### config.mk
export PLATFORM = sky130hd
export DESIGN_NAME = memory_access_stage
export DESIGN_NICKNAME = d
export VERILOG_FILES = /design/src/rtl/memory_access_stage_pkg.sv /design/src/rtl/memory_access_stage.sv
export SDC_FILE = /design/constraint.sdc
export NUM_CORES = 1
export LEC_CHECK = 0
export ABC_CLOCK_PERIOD_IN_PS = 2300
export CORE_MARGIN = 8
export CORE_UTILIZATION = 53
export DETAILED_ROUTE_END_ITERATION = 8
export DONT_BUFFER_PORTS = 1
export PLACE_DENSITY = 0.71
export SETUP_SLACK_MARGIN = 0.2
export SYNTH_ARGS = -nofsm -noshare
export SYNTH_HDL_FRONTEND = slang
export SYNTH_SLANG_ARGS = --single-unit
### constraint.sdc
create_clock -name clock -period 2.3 [get_ports clock]
set_clock_uncertainty 0.15 [all_clocks]
set_input_delay 0 -clock clock [delete_from_list [all_inputs] [get_ports clock]]
set_output_delay 0 -clock clock [all_outputs]
set_load 0.02 [all_outputs]
### src/rtl/memory_access_stage_pkg.sv
// Payload types shared between Execute, the memory access stage and Writeback.
package memory_access_stage_pkg;

    typedef enum logic [3:0] {
        NONE = 4'd0,
        LB   = 4'd1,
        LH   = 4'd2,
        LW   = 4'd3,
        LBU  = 4'd4,
        LHU  = 4'd5,
        SB   = 4'd6,
        SH   = 4'd7,
        SW   = 4'd8
    } mem_op_e;

    typedef enum logic [1:0] {
        CSR_NONE = 2'd0,
        CSR_RW   = 2'd1,
        CSR_RS   = 2'd2,
        CSR_RC   = 2'd3
    } csr_op_e;

    typedef struct packed {
        logic        valid;
        logic        illegal;
        mem_op_e     memOp;
        logic [31:0] data;
        logic [31:0] storeData;
        logic [4:0]  destinationRegister;
        logic        writebackEnable;
        csr_op_e     CSROp;
        logic [31:0] oldCSRValue;
        logic [11:0] destinationCSR;
        logic        CSRWriteIntent;
    } executeMemoryPayload_;

    typedef struct packed {
        logic        valid;
        logic        illegal;
        logic [31:0] data;
        logic [4:0]  destinationRegister;
        logic        writebackEnable;
        csr_op_e     CSROp;
        logic [31:0] oldCSRValue;
        logic [11:0] destinationCSR;
        logic        CSRWriteIntent;
    } memoryWritebackPayload_;

endpackage

### src/rtl/memory_access_stage.sv
// Memory access pipeline stage: issues single-outstanding loads/stores on the
// data bus, aligns load data and registers the payload handed to Writeback.
module memory_access_stage
    import memory_access_stage_pkg::*;
#(
    parameter int unsigned TIMEOUT_CYCLES = 255,
    parameter int unsigned TIMEOUT_WIDTH  = 8
) (
    input  logic                   clock,
    input  logic                   reset,
    input  logic                   flush,
    input  executeMemoryPayload_   executeMemoryPayload,
    output logic                   memoryStall,
    output logic                   dataReq,
    output logic                   dataWe,
    output logic [31:0]            dataAddr,
    output logic [31:0]            dataWdata,
    output logic [3:0]             dataBe,
    input  logic                   dataAck,
    input  logic [31:0]            dataRdata,
    output memoryWritebackPayload_ memoryWritebackPayload
);

    localparam logic [TIMEOUT_WIDTH-1:0] TIMEOUT_LIMIT = TIMEOUT_WIDTH'(TIMEOUT_CYCLES);

    typedef enum logic {
        IDLE = 1'b0,
        WAIT = 1'b1
    } state_e;

    state_e                    state_q, state_d;
    logic [TIMEOUT_WIDTH-1:0]  count_q, count_d;
    executeMemoryPayload_      pend_q, pend_d;
    memoryWritebackPayload_    wb_q, wb_d;

    executeMemoryPayload_      src_c;
    logic [3:0]                be_c;
    logic [31:0]               wdata_c;
    logic                      issue_c;

    function automatic logic is_store(input mem_op_e op);
        return (op == SB) || (op == SH) || (op == SW);
    endfunction

    function automatic logic is_misaligned(input mem_op_e op, input logic [1:0] off);
        logic bad;
        case (op)
            LH, LHU, SH: bad = off[0];
            LW, SW:      bad = (off != 2'b00);
            default:     bad = 1'b0;
        endcase
        return bad;
    endfunction

    function automatic memoryWritebackPayload_ pass_through(input executeMemoryPayload_ p);
        memoryWritebackPayload_ w;
        w.valid               = p.valid;
        w.illegal             = p.illegal;
        w.data                = p.data;
        w.destinationRegister = p.destinationRegister;
        w.writebackEnable     = p.writebackEnable;
        w.CSROp               = p.CSROp;
        w.oldCSRValue         = p.oldCSRValue;
        w.destinationCSR      = p.destinationCSR;
        w.CSRWriteIntent      = p.CSRWriteIntent;
        return w;
    endfunction

    function automatic logic [31:0] align_load(input mem_op_e op, input logic [1:0] off,
                                               input logic [31:0] rdata);
        logic [31:0] shifted;
        logic [31:0] result;
        shifted = rdata >> {off, 3'b000};
        case (op)
            LB:      result = {{24{shifted[7]}}, shifted[7:0]};
            LBU:     result = {24'h000000, shifted[7:0]};
            LH:      result = {{16{shifted[15]}}, shifted[15:0]};
            LHU:     result = {16'h0000, shifted[15:0]};
            default: result = rdata;
        endcase
        return result;
    endfunction

    function automatic memoryWritebackPayload_ complete(input executeMemoryPayload_ p,
                                                        input logic [31:0] rdata);
        memoryWritebackPayload_ w;
        w         = pass_through(p);
        w.valid   = 1'b1;
        w.illegal = 1'b0;
        if (is_store(p.memOp)) begin
            w.writebackEnable = 1'b0;
            w.data            = p.data;
        end else begin
            w.data = align_load(p.memOp, p.data[1:0], rdata);
        end
        return w;
    endfunction

    // Bus lane decode for the access being presented (latched copy while waiting).
    always_comb begin
        src_c = (state_q == WAIT) ? pend_q : executeMemoryPayload;
        case (src_c.memOp)
            LB, LBU, SB: be_c = 4'b0001 << src_c.data[1:0];
            LH, LHU, SH: be_c = 4'b0011 << src_c.data[1:0];
            LW, SW:      be_c = 4'b1111;
            default:     be_c = 4'b0000;
        endcase
        case (src_c.memOp)
            SB:      wdata_c = {4{src_c.storeData[7:0]}};
            SH:      wdata_c = {2{src_c.storeData[15:0]}};
            SW:      wdata_c = src_c.storeData;
            default: wdata_c = 32'h0000_0000;
        endcase
    end

    // Next-state, bus handshake and Writeback payload selection.
    always_comb begin
        state_d     = state_q;
        count_d     = count_q;
        pend_d      = pend_q;
        wb_d        = '0;
        wb_d.CSROp  = CSR_NONE;
        issue_c     = 1'b0;
        memoryStall = 1'b0;
        dataReq     = 1'b0;
        dataWe      = 1'b0;
        dataAddr    = 32'h0000_0000;
        dataWdata   = 32'h0000_0000;
        dataBe      = 4'b0000;

        // Comb outputs stay quiet during reset even if upstream still presents an access.
        if (reset) begin
            case (state_q)
                IDLE: begin
                    if (!flush && src_c.valid) begin
                        if (src_c.illegal) begin
                            wb_d         = pass_through(src_c);
                            wb_d.illegal = 1'b1;
                        end else if (src_c.memOp == NONE) begin
                            wb_d = pass_through(src_c);
                        end else if (is_misaligned(src_c.memOp, src_c.data[1:0])) begin
                            wb_d                 = pass_through(src_c);
                            wb_d.valid           = 1'b1;
                            wb_d.illegal         = 1'b1;
                            wb_d.writebackEnable = 1'b0;
                        end else begin
                            issue_c = 1'b1;
                            if (dataAck) begin
                                wb_d = complete(src_c, dataRdata);
                            end else begin
                                memoryStall = 1'b1;
                                pend_d      = src_c;
                                count_d     = TIMEOUT_WIDTH'(1);
                                state_d     = WAIT;
                            end
                        end
                    end
                end
                WAIT: begin
                    if (flush) begin
                        state_d = IDLE;
                        count_d = '0;
                    end else if (count_q >= TIMEOUT_LIMIT) begin
                        wb_d                 = pass_through(pend_q);
                        wb_d.valid           = 1'b1;
                        wb_d.illegal         = 1'b1;
                        wb_d.writebackEnable = 1'b0;
                        state_d              = IDLE;
                        count_d              = '0;
                    end else begin
                        issue_c = 1'b1;
                        if (dataAck) begin
                            wb_d    = complete(pend_q, dataRdata);
                            state_d = IDLE;
                            count_d = '0;
                        end else begin
                            memoryStall = 1'b1;
                            count_d     = count_q + TIMEOUT_WIDTH'(1);
                        end
                    end
                end
                default: state_d = IDLE;
            endcase
        end

        if (issue_c) begin
            dataReq   = 1'b1;
            dataWe    = is_store(src_c.memOp);
            dataAddr  = {src_c.data[31:2], 2'b00};
            dataWdata = wdata_c;
            dataBe    = be_c;
        end
    end

    // State, timeout counter, latched request and Writeback payload registers.
    always_ff @(posedge clock or negedge reset) begin
        if (!reset) begin
            state_q <= IDLE;
            count_q <= '0;
            pend_q  <= '0;
            wb_q    <= '0;
        end else begin
            state_q <= state_d;
            count_q <= count_d;
            pend_q  <= pend_d;
            wb_q    <= wb_d;
        end
    end

    assign memoryWritebackPayload = wb_q;

endmodule

==> results.md <==
* Result of the run: finished, violations left
* Violated checks: negative hold slack, negative setup slack
* Startpoint types: flip-flop
* Initial cell density of the core at 53.58%
* Synth Area in XOR/XNOR at 0%
* Mapped cell area at 12910 um^2
* Total number of vias at 13823
* Main combinational cell family by area after synthesis: multiplexers
* Remaining max-slew budget at the tightest pin at 44.74%
* TritonCTS clock tree: done
* Final Hold Fails at 260
* X dimension of the die at 172.1 um
* Post-Layout Inst Area at 21180 um^2
* Violation count after the first detailed-route iteration at 1798
* Detailed Route WL at 62.31 mm
* Mean cell area of the mapped netlist at 10.13 um^2
* Flip-flop cell with the highest count after synthesis: sky130_fd_sc_hd__dfrtp_1
* Floorplan core area at 24110 um^2
* Worst setup slack after placement at -0.4137 ns
* Distinct cell type count of the synthesized netlist at 76
* Pre-Repair DR Iteration Count at 8
* Total negative slack for setup checks at -211.42 ns
* Number of CTS-inserted buffers at 25
* Total of flip-flops plus latches after synthesis at 218
* HPWL reported at the end of detailed placement at 30.12 mm
* Syn Inst Count at 1275
* Inst Count DP at 1676
* Compound-cell area share of the yosys netlist at 18.79%
* Maximum number of pins on one net before global-route repair at 239
* Most frequent cells in the layout: sky130_fd_sc_hd__dfrtp_1 (217), sky130_fd_sc_hd__buf_4 (173), sky130_fd_sc_hd__dlygate4sd3_1 (156)
* Deepest clock path buffer count at 3
* Peak fanout along the critical path at 27
* Count of final max-slew check failures at 0
* Number of warnings reported in the yosys synthesis log at 0
* H-tree Lvls at 1
* Largest stage delay, worst path at 0.55 ns
* Worst path required time at 2.15 ns
* Hold_ws at -1.011 ns
* Average wire length per cell after detail routing at 30.80 um
* Minimum clock period after layout at 3.192 ns
* Global routing usage summed across all routing layers at 37.80%
* Clock transition at the registers of the reported paths at 0.06 ns
* Share of synthesized registers carrying an async set or reset at 100.0%
* Sequential fraction of the synthesis area at 42.24%
* Wire length of the first global-routing pass at 85.70 mm
* CP Cell Sequence: buf_4, buf_6, or4b_4, buf_4, a21oi_4, buf_4, buf_12, nand2_1, a21oi_4
* Number of inserted filler cells in the final layout at 1002
* Portion of synthesized cell area occupied by the leading cell type at 42.24%
* Number of cells in the finished layout apart from fillers at 2023
* RD Place Congestion at 0.9264
* Slowest library cell on the worst path: sky130_fd_sc_hd__or4b_4
* Number of max-cap violations at 0
* Later-pin clock latency in the skew report at 0.56 ns
* Area share of fa/ha/maj cells after synthesis at 0.09688%
* Leading post-synthesis cells by cell area: sky130_fd_sc_hd__dfrtp_1 (42%), sky130_fd_sc_hd__mux2_4 (12%), sky130_fd_sc_hd__nor2_1 (5.1%)
* Antenna violations before repair at 2
* Total power draw at 15.40 mW
* Startpoint-to-endpoint class of the critical path: flip-flop to primary output
* Layout cell share with drive strength beyond 1 at 46.08%
* Post-place instance area at 15350 um^2
* DRC violation count after routing at 0
* Power per Cell Area at 727.0 nW/um^2
* Least-Margin Pin Slew at 0.8262 ns
* Number of buffers added on ports at 0
* Aggregate global routing overflow at 0
* Via count of the first global-routing pass at 14124
* Commonest non-fill, non-tap cell in the layout: sky130_fd_sc_hd__dfrtp_1
* Part of the cycle the worst path needs at 138.8%
* Post-route setup slack at -0.8917 ns
* Number of placed I/O pins at 317
* Detailed-route vias per instance at 6.833
* Achievable frequency at 313.3 MHz
* Die H at 172.1 um
* Area added between synthesis and finish at 64.00%
* Buffer cell driving the clock tree root: sky130_fd_sc_hd__clkbuf_16
* Kind of end point of the critical path: primary output
* Worst supply voltage drop on vdd at 0.5795 mV
* Cell type with the largest total area after synthesis: sky130_fd_sc_hd__dfrtp_1
* FP Rows at 57
* Final setup violation count at 287
* Post-layout nets at 1838
* Full die area at 29620 um^2
* Setup repair after global routing missed its margin: yes
* Most used cell along the critical path: sky130_fd_sc_hd__buf_4
* Post-synthesis simple-gate area fraction at 13.29%
* Signal arrival time at the worst endpoint at 3.04 ns
* Post-route antenna net violation count at 0
* Type of the most critical hold path: input port to async pin
* TritonCTS sink count at 218
* Number of flops mapped to enable cells by yosys at 0
* Leak at 9.277 nW
* Multiplexer share of the synthesized area at 20.82%
cells in the mapped netlist (all sizes together) (9+ instances only):
cell,count
mux2i,64
o221ai,29
nor3,21
a31oi,22
a21oi,65
nor2,175
nor4,14
or3,24
mux2,143
o2bb2ai,9
nand2,87
a22oi,62
clkbuf,65
nand3,19
o211ai,17
o31ai,9
buf,41
o21ai,50
dfrtp,218
inv,21
sequential cells by signal (all words and copies together) (netlist names):
register	cells
count_q	8
memoryWritebackPayload	87
pend_q	122
state_q	1
layer usage:
| layer | up-vias | GRT usage (%) | part of all wire, % |
|---|---|---|---|
| met5 | - | 0 | 0.016 |
| met4 | 2 | 20.76 | 7.0 |
| met3 | 345 | 11.28 | 12 |
| met2 | 1135 | 61.60 | 47 |
| met1 | 6789 | 44.29 | 34 |
| li1 | 5552 | - | - |
critical path, delay by kind of cell (launching register included):
kind / cells / cell delay [ns]
buffers and inverters: 5 / 0.79
DFF: 1 / 0.46
and+or+nand+nor: 2 / 0.72
AOI/OAI and AO/OA: 2 / 0.49
worst paths after layout:
check | startpoint | endpoint | slack (ns) | cells after the start
max | state_q | dataWdata[28] | -0.89 | 9
min | reset | pend_q[72] | -1.01 | 0
max reg2reg | state_q | memoryWritebackPayload[80] | -0.89 | 14
min reg2reg | pend_q[122] | pend_q[122] | 0.34 | 1
max in group asynchronous | reset | count_q[3] | 2.44 | 0
min in group clock | flush | memoryWritebackPayload[86] | -0.64 | 1
through the flow:
| stage | util [%] | hold WS [ns] |
|---|---|---|
| CTS | 84.55 | -1.007 |
| global route | 87.85 | -1.011 |
| finish | 87.86 | -1.011 |
| floorplan | - | -0.4456 |
| global placement | 63.68 | -0.4374 |
| detailed placement | 63.68 | -0.4372 |
area by class of cell:
type                            count  area (um^2)  area share [%]
Sequential cell                   218         5459           25.77
Clock inverter                     10        195.2          0.9215
Inverter                           22        87.58          0.4135
Tap cell                          324        405.4           1.914
Clock buffer                       36        737.0           3.479
Antenna cell                        2        5.005         0.02363
Multi-Input combinational cell    930         8696           41.06
Timing Repair Buffer              481         5595           26.42
repair_timing:
item                                    in CTS  in global routing
pin swaps                                   64                 44
hold buffers                               153                  3
endpoints found under the hold margin      436                262
buffers inserted                            83                 22
resized for setup                          210                101
gates cloned                                34                  4
endpoints found under the setup margin     287                287
logic make-up (layout without fill, tap and decap cells):
| logic type | after synthesis | after routing |
|---|---|---|
| simple gates | 379 | 379 |
| buf+inv | 128 | 549 |
| compound gates | 340 | 340 |
| fa+ha+maj | 1 | 1 |
| other cells | 1 | 4 |
| mux | 208 | 208 |
| flops | 218 | 218 |
power by group:
part / internal (mW) / switching [mW] / leakage, nW
Combinational: 2.84 / 2.88 / 5.94
Sequential: 4.43 / 0.638 / 2.88
Clock: 2.80 / 1.81 / 0.452
Power figures use the tool's default switching activity.
